### src/rtl/decrypt_depad_ctrl.sv
// Decrypt/depad sequencer: captures the LFSR preamble, identifies the tap pattern,
// decrypts and parity-checks 64 ciphertext bytes, strips leading spaces and pads with zeros.
module decrypt_depad_ctrl #(
  parameter int unsigned IN_BASE   = 64,
  parameter int unsigned NUM_BYTES = 64,
  parameter int unsigned SEED_LEN  = 10
) (
  input  logic       Clk,
  input  logic       Reset,
  input  logic       Start,
  output logic       Ack,
  output logic [7:0] MemAddr,
  output logic       MemWrEn,
  output logic [7:0] MemWrData,
  input  logic [7:0] MemRdData,
  output logic [3:0] PtrnIdx,
  output logic       PtrnFound,
  output logic [6:0] ErrCount
);

  localparam int unsigned NumPtrn = 9;
  localparam int unsigned CntW    = $clog2(NUM_BYTES + 1);
  localparam int unsigned SeqW    = ($clog2(SEED_LEN) > 4) ? $clog2(SEED_LEN) : 4;

  typedef enum logic [2:0] {
    StIdle, StCapture, StMatch, StRd, StWr, StPad, StDone
  } state_e;

  function automatic logic [6:0] tap(input logic [3:0] idx);
    logic [6:0] t;
    case (idx)
      4'd0:    t = 7'h60;
      4'd1:    t = 7'h48;
      4'd2:    t = 7'h78;
      4'd3:    t = 7'h72;
      4'd4:    t = 7'h6A;
      4'd5:    t = 7'h69;
      4'd6:    t = 7'h5C;
      4'd7:    t = 7'h7E;
      4'd8:    t = 7'h7B;
      default: t = 7'h60;
    endcase
    return t;
  endfunction

  function automatic logic [6:0] lfsr_step(input logic [6:0] s, input logic [6:0] p);
    return {s[5:0], ^(s & p)};
  endfunction

  state_e            state_q, state_d;
  logic              start_q;
  logic [SeqW-1:0]   seq_q, seq_d;
  logic [6:0]        seed_q [SEED_LEN];
  logic [6:0]        seed_d [SEED_LEN];
  logic [6:0]        lfsr_q, lfsr_d;
  logic [3:0]        ptrn_idx_q, ptrn_idx_d;
  logic              found_q, found_d;
  logic [6:0]        err_q, err_d;
  logic              skip_q, skip_d;
  logic [CntW-1:0]   in_cnt_q, in_cnt_d;
  logic [CntW-1:0]   out_cnt_q, out_cnt_d;
  logic              perr_q, perr_d;
  logic [6:0]        plain_q, plain_d;

  logic              launch;
  logic              ptrn_match;
  logic              rd_perr;
  logic [6:0]        rd_plain;

  assign launch    = start_q & ~Start;
  assign rd_perr   = ^MemRdData;
  assign rd_plain  = MemRdData[6:0] ^ lfsr_q;
  assign PtrnIdx   = ptrn_idx_q;
  assign PtrnFound = found_q;
  assign ErrCount  = err_q;

  // Pattern under test (seq_q) must reproduce every captured state transition.
  always_comb begin
    ptrn_match = 1'b1;
    for (int k = 0; k < int'(SEED_LEN) - 1; k++) begin
      if (lfsr_step(seed_q[k], tap(seq_q[3:0])) != seed_q[k+1]) ptrn_match = 1'b0;
    end
  end

  always_comb begin
    state_d    = state_q;
    seq_d      = seq_q;
    seed_d     = seed_q;
    lfsr_d     = lfsr_q;
    ptrn_idx_d = ptrn_idx_q;
    found_d    = found_q;
    err_d      = err_q;
    skip_d     = skip_q;
    in_cnt_d   = in_cnt_q;
    out_cnt_d  = out_cnt_q;
    perr_d     = perr_q;
    plain_d    = plain_q;
    Ack        = 1'b0;
    MemAddr    = 8'h00;
    MemWrEn    = 1'b0;
    MemWrData  = 8'h00;

    unique case (state_q)
      StIdle, StDone: begin
        Ack = (state_q == StDone);
        if (launch) begin
          state_d    = StCapture;
          seq_d      = '0;
          ptrn_idx_d = 4'd0;
          found_d    = 1'b0;
          err_d      = 7'd0;
          skip_d     = 1'b1;
          in_cnt_d   = '0;
          out_cnt_d  = '0;
        end
      end
      StCapture: begin
        MemAddr = 8'(IN_BASE) + 8'(seq_q);
        for (int k = 0; k < int'(SEED_LEN); k++) begin
          if (seq_q == SeqW'(k)) seed_d[k] = MemRdData[6:0];
        end
        if (seq_q == SeqW'(SEED_LEN - 1)) begin
          seq_d   = '0;
          state_d = StMatch;
        end else begin
          seq_d = seq_q + 1'b1;
        end
      end
      StMatch: begin
        if (ptrn_match && !found_q) begin
          found_d    = 1'b1;
          ptrn_idx_d = seq_q[3:0];
        end
        if (seq_q == SeqW'(NumPtrn - 1)) begin
          seq_d   = '0;
          lfsr_d  = seed_q[0];
          state_d = StRd;
        end else begin
          seq_d = seq_q + 1'b1;
        end
      end
      StRd: begin
        MemAddr  = 8'(IN_BASE) + 8'(in_cnt_q);
        lfsr_d   = lfsr_step(lfsr_q, tap(ptrn_idx_q));
        in_cnt_d = in_cnt_q + 1'b1;
        if (skip_q && (rd_plain == 7'd0) && !rd_perr) begin
          state_d = (in_cnt_q == CntW'(NUM_BYTES - 1)) ? StPad : StRd;
        end else begin
          perr_d  = rd_perr;
          plain_d = rd_plain;
          skip_d  = 1'b0;
          if (rd_perr && (err_q != 7'h7F)) err_d = err_q + 7'd1;
          state_d = StWr;
        end
      end
      StWr: begin
        MemAddr   = 8'(out_cnt_q);
        MemWrEn   = 1'b1;
        MemWrData = perr_q ? 8'h80 : {1'b0, plain_q};
        out_cnt_d = out_cnt_q + 1'b1;
        state_d   = (in_cnt_q == CntW'(NUM_BYTES)) ? StPad : StRd;
      end
      StPad: begin
        // One extra non-writing cycle once the output block is full.
        if (out_cnt_q < CntW'(NUM_BYTES)) begin
          MemAddr   = 8'(out_cnt_q);
          MemWrEn   = 1'b1;
          out_cnt_d = out_cnt_q + 1'b1;
        end else begin
          state_d = StDone;
        end
      end
      default: state_d = StIdle;
    endcase
  end

  always_ff @(posedge Clk) begin
    if (!Reset) begin
      state_q    <= StIdle;
      start_q    <= 1'b0;
      seq_q      <= '0;
      for (int k = 0; k < int'(SEED_LEN); k++) seed_q[k] <= 7'd0;
      lfsr_q     <= 7'd0;
      ptrn_idx_q <= 4'd0;
      found_q    <= 1'b0;
      err_q      <= 7'd0;
      skip_q     <= 1'b0;
      in_cnt_q   <= '0;
      out_cnt_q  <= '0;
      perr_q     <= 1'b0;
      plain_q    <= 7'd0;
    end else begin
      state_q    <= state_d;
      start_q    <= Start;
      seq_q      <= seq_d;
      seed_q     <= seed_d;
      lfsr_q     <= lfsr_d;
      ptrn_idx_q <= ptrn_idx_d;
      found_q    <= found_d;
      err_q      <= err_d;
      skip_q     <= skip_d;
      in_cnt_q   <= in_cnt_d;
      out_cnt_q  <= out_cnt_d;
      perr_q     <= perr_d;
      plain_q    <= plain_d;
    end
  end

endmodule

### config.mk
export PLATFORM = sky130hd
export DESIGN_NAME = decrypt_depad_ctrl
export DESIGN_NICKNAME = d
export VERILOG_FILES = /design/src/rtl/decrypt_depad_ctrl.sv
export SDC_FILE = /design/constraint.sdc
export NUM_CORES = 1
export LEC_CHECK = 0
export CAP_MARGIN = 10
export CORE_MARGIN = 4
export CORE_UTILIZATION = 39
export CTS_CLUSTER_SIZE = 25
export DETAILED_ROUTE_END_ITERATION = 7
export PLACE_DENSITY = 0.53
export SETUP_SLACK_MARGIN = 0.1
export SLEW_MARGIN = 20
export SYNTH_ARGS = -nofsm -noshare
export SYNTH_HDL_FRONTEND = slang
export SYNTH_SLANG_ARGS = --single-unit
export TNS_END_PERCENT = 10
### constraint.sdc
create_clock -name Clk -period 5.18 [get_ports Clk]
set_clock_uncertainty 0.1 [all_clocks]
set_input_delay 0.518 -clock Clk [delete_from_list [all_inputs] [get_ports Clk]]
set_output_delay 0.518 -clock Clk [all_outputs]
set_load 0.01 [all_outputs]
Word-level counts from Yosys, hierarchy flattened
Memory sizes are Yosys's and may differ from the RTL's. A register that Yosys moved wholly into a read port is not among the register bits.
Cells that the tools add are included.
{ "word_totals": {"reg_bits": 120, "mem_bits_ro": 960, "inputBits": 11, "output_inout_bits": 30, "n_memories": 10} }
{ "op_classes": {"add_sub_neg": 6, "magnitude_cmp": 1, "eq_ne": 35, "n_mux": 66, "bitwise_logic": 14, "reduce_logical": 45} }
{ "mem_list": {"columns": ["memory", "depth", "width", "rd", "rd_ports_with_merged_regs", "wr", "line", "text"], "rows": [
  ["(no name shown)", 16, 6, 1, 1, 0, "31", "case (idx)"],
  ["(no name shown)", 16, 6, 1, 1, 0, "31", null],
  ["(no name shown)", 16, 6, 1, 1, 0, "31", null],
  ["(no name shown)", 16, 6, 1, 1, 0, "31", null],
  ["(no name shown)", 16, 6, 1, 1, 0, "31", null],
  ["(no name shown)", 16, 6, 1, 1, 0, "31", null],
  ["+4 memories", null, null, null, null, null, null, null]
]} }
{ "op_table": {"columns": ["cell", "n"], "rows": [
  ["$mux 4", 24],
  ["$and 7x7->7", 10],
  ["$reduce_xor 7->1", 10],
  ["$ne 7x7->1", 9],
  ["$mux 7", 7],
  ["$pmux 7 s2", 3],
  ["$pmux 8 s4", 1],
  ["$reduce_and 2->1", 14],
  ["$add 7x1->7 const B", 3],
  ["$mux 3", 7],
  ["$pmux 7 s3", 1],
  ["$pmux 3 s6", 1],
  ["$eq 4x3->1 const B", 4],
  ["$mux 8", 2],
  ["$ne 2x2->1 const B", 8],
  ["$mux 1", 15],
  ["$pmux 4 s3", 1],
  ["$eq 3x3->1 const B", 3],
  ["$reduce_and 3->1", 3],
  ["$add 7x4->8 const A", 1],
  ["$add 7x7->8 const A", 1],
  ["$eq 4x2->1 const B", 2],
  ["$eq 4x4->1 const B", 2],
  ["$pmux 4 s2", 1],
  ["22 further kinds", 34]
]} }

Longest topological paths before layout
{ "logic_depth": {"word_depth": 17, "mapped_depth": 14} }

Worst setup path before layout
OpenSTA, ideal clock, no wires.
{ "synth_timing": {"kind": "flip-flop to flip-flop", "from": "register seed_q[14] in the netlist's numbering", "to": "register with a tool-made name", "arrival_ns": 3.176, "required_ns": 4.953, "setup_slack_ns": 1.777, "stages_incl_launch_ff": 14, "n_path_buf": 0, "path_cell_list": "dfxtp_1 xor2_1 xnor3_1 xnor3_1 or3_4 nor4_4 and3_1 o31ai_1 mux2i_1 nand2_1 ha_1 inv_1 nor4b_2 or3_1"} }
{ "synth_lines": {"columns": ["item", "line", "text"], "rows": [
  ["start: declaration", "53", "logic [6:0] seed_q [SEED_LEN];"],
  ["start signal: assignment", "196", "seed_q <= seed_d;"]
]} }

==> flow_summary_export.csv <==
group,metric,value,unit
outcome,status,"finished clean",
cts,htreeDepth,4,
sta,min_period_over_period,76.9,%
synth,synth_edf_count,0,
grt,grt_pass1_vias,5911,
placement,dpl.cell_count,1147,
route,drc,0,
synth,syn_avg_cell_area,7.89,µm²
worst_setup_path,critPathLaunchType,"flip-flop",
route,drt_iter0_drc,541,
cts,cts.sink_count,132,
hold_path,hp-start,"plain_q[4]",
synth,synth-seq-cells,132,
final_layout,nFillCells,1851,
final_layout,antenna_cells,0,
worst_setup_path,critical_path.max_stage_delay,0.52,ns
placement,io_buffers,40,
worst_setup_path,crit_path_cell_trace,"nand2_1 -> xnor3_1 -> xnor3_1 -> or3_4 -> nor4_4 -> and3_1 -> o31ai_1 -> mux2i_1 -> nand2_1 -> ha_1 -> inv_1 -> nor4b_2 -> or3_1",
cts,clkLatencyLatePin,0.42,ns
cts,cts.path.max_buffers,2,
grt,gr-total-overflow,0,
synth,netlist_top_cells_count,"175 x nand2_1, 132 x dfxtp_1, 85 x xnor2_1",
synth,synth_area_leaders,"dfxtp_1 36%, xnor2_1 10%, nand2_1 9.1%",
power,power_leakage,2.88,nW
route,avgRoutedWirePerCell,18.2,µm
sta,rsz0062_at_grt,"false",
die,die_w,144,µm
route,wl,21500,µm
route,vias,6449,
sta,setup_violations,0,
placement,place_hpwl,14900,µm
route,vias_per_cell,5.47,
worst_setup_path,cp_data_required_time,5.37,ns
synth,synth.most_common_cell,"nand2_1",
grt,antenna_found_initial,0,
route,final_antenna_net_count,0,
final_layout,drive_above_1_share,6.21,%
worst_setup_path,worstPathArrival,4.18,ns
worst_setup_path,worstSetupEndpointType,"flip-flop",
grt,grt_max_degree,62,
die,die_h,144,µm
synth,synth_top_area_share,36.4,%
synth,ys_async_sr_fraction,0,%
cts,cts_setup_buffers,0,
worst_setup_path,crit_type,"flip-flop to flip-flop",
sta,whs,0.391,ns
synth,synth_top_flop_cell,"dfxtp_1",
job,max-cap-violations,0,
grt,grt_usage,21.3,%
worst_setup_path,cpMaxStageDelayCell,"dfxtp_1",
cts,cts_buffers,17,
synth,syn_inst,920,
power,power_density,349,nW/µm²
synth,synth_warnings,0,
synth,synth_cell_types,60,
sta,slew_viol_final,0,
sta,fmax,251,MHz
sta,worst_pin_slew,0.989,ns
sta,period_needed,3.98,ns
final_layout,fin_util,46.4,%
sta,relSlewSlack,33.8,%
die,core-area,18100,µm²
hold_path,hp-class,"flip-flop to flip-flop",
placement,place_congestion,0.924,
worst_setup_path,crit_fanout,9,
power,p_total,0.00293,W
cts,ctsResizeCount,0,
final_layout,nets,964,
die,initial_core_util,40.0,%
synth,syn_nets,947,
cts,clk_pin_slew,0.06,ns
cts,cts_tree,"done",
synth,yosysSeqAreaShare,36.4,%
final_layout,syn_to_final_growth,15.9,%
synth,synth_area_leader_cell,"dfxtp_1",
power,peakVddDrop,0.000231,V
die,placement_rows,49,
final_layout,final_cell_count_no_fill,1179,
cts,root_buffer,"clkbuf_16",
sta,hold_viol,0,
synth,synth_area,7260,µm²
die,die-area,20900,µm²
die,io_pins,41,
cts,holdBufCountCts,0,
grt,grt_pass1_wl,34000,µm
sta,setup_tns,0,ns
route,first_pass_iters,5,
-- sequential cells by signal, indices dropped and copies added, names as in the netlist, named ones only --
register,cells
PtrnFound,1
perr_q,1
start_q,1
ErrCount,7
seed_q,70
plain_q,7
in_cnt_q,7
seq_q,4
lfsr_q,7
state_q,3
PtrnIdx,4
skip_q,1
out_cnt_q,7
-- power breakdown --
part | internal (W) | leakage, nW | switching [W]
combinational | 0.000197 | 1.53 | 0.000355
clock | 0.000734 | 0.286 | 0.000475
sequential | 0.00107 | 1.07 | 0.000107
total | 0.00200 | 2.88 | 0.000936
-- layout make-up --
cell class                      instances  area [µm²]  share of cell area (%)
Timing Repair Buffer                   52         490                    5.83
Tap cell                              229         287                    3.41
Inverter                               19        71.3                   0.848
Clock buffer                           20         457                    5.43
Multi-Input combinational cell        715        4340                    51.5
Sequential cell                       132        2640                    31.4
Clock inverter                         12         130                    1.55
-- routing by layer --
layer	part of all wire (%)	global-route usage, %	vias up
met5	0	0	-
met4	0.95	4.07	0
met3	4.7	3.87	17
met2	43	31.7	168
met1	51	32.2	3097
li1	-	-	3167
-- worst max-delay path: cells and delay by family (launching register included) --
family,cells,cell delay [ns]
adders and majority gates,1,0.23
and+or+nand+nor,7,1.63
muxes,1,0.39
DFF,1,0.52
xor gates and xnor gates,2,0.79
AOI/OAI and AO/OA,1,0.15
buffers and inverters,1,0.06
-- stage by stage --
| stage | setup WS, ns | area (µm²) |
|---|---|---|
| after floorplan | 1.78 | 7260 |
| after global placement | 1.29 | 7830 |
| after detailed placement | 1.20 | 7830 |
| after CTS | 1.18 | 8410 |
| after global routing | 0.924 | 8410 |
| final | 1.20 | 8410 |
-- cell usage in the layout, fill, tap and decap left out, types with 5 or more instances in the layout --
cell,count
and3_1,10
buf_4,12
a21oi_1,68
inv_1,18
nor4_1,8
nor2_1,72
nand2b_1,10
nand2_1,175
o21ai_0,19
nor3_1,8
nand3_1,74
a211oi_1,10
clkdlybuf4s50_1,40
o2111ai_1,5
clkbuf_16,17
xor2_1,21
dfxtp_1,132
ha_1,16
a21o_1,5
a22oi_1,6
xnor2_1,85
nand4_1,6
and2_1,17
a311oi_1,7
nor2b_1,15
mux2i_1,20
-- path summary, 6_finish.rpt --
| kind | slack [ns] | endpoint | cells after the start |
|---|---|---|---|
| worst max-delay path | 1.20 | flip-flop | 13 |
| worst min-delay path | 0.39 | plain_q[4] | 2 |
| worst max register to register | 1.20 | flip-flop | 13 |
| worst min register to register | 0.39 | plain_q[4] | 2 |
-- cells by family after synthesis --
family | count (synthesis) | synth area share [%]
AND/OR/NAND/NOR | 417 | 26.7
AO/OA/AOI/OAI | 150 | 13.1
flip-flops | 132 | 36.4
XOR/XNOR | 110 | 14.0
buffers and inverters | 73 | 3.93
multiplexers | 22 | 3.10
adder cells (fa/ha/maj) | 16 | 2.76
(Power assumes the default switching activity.)
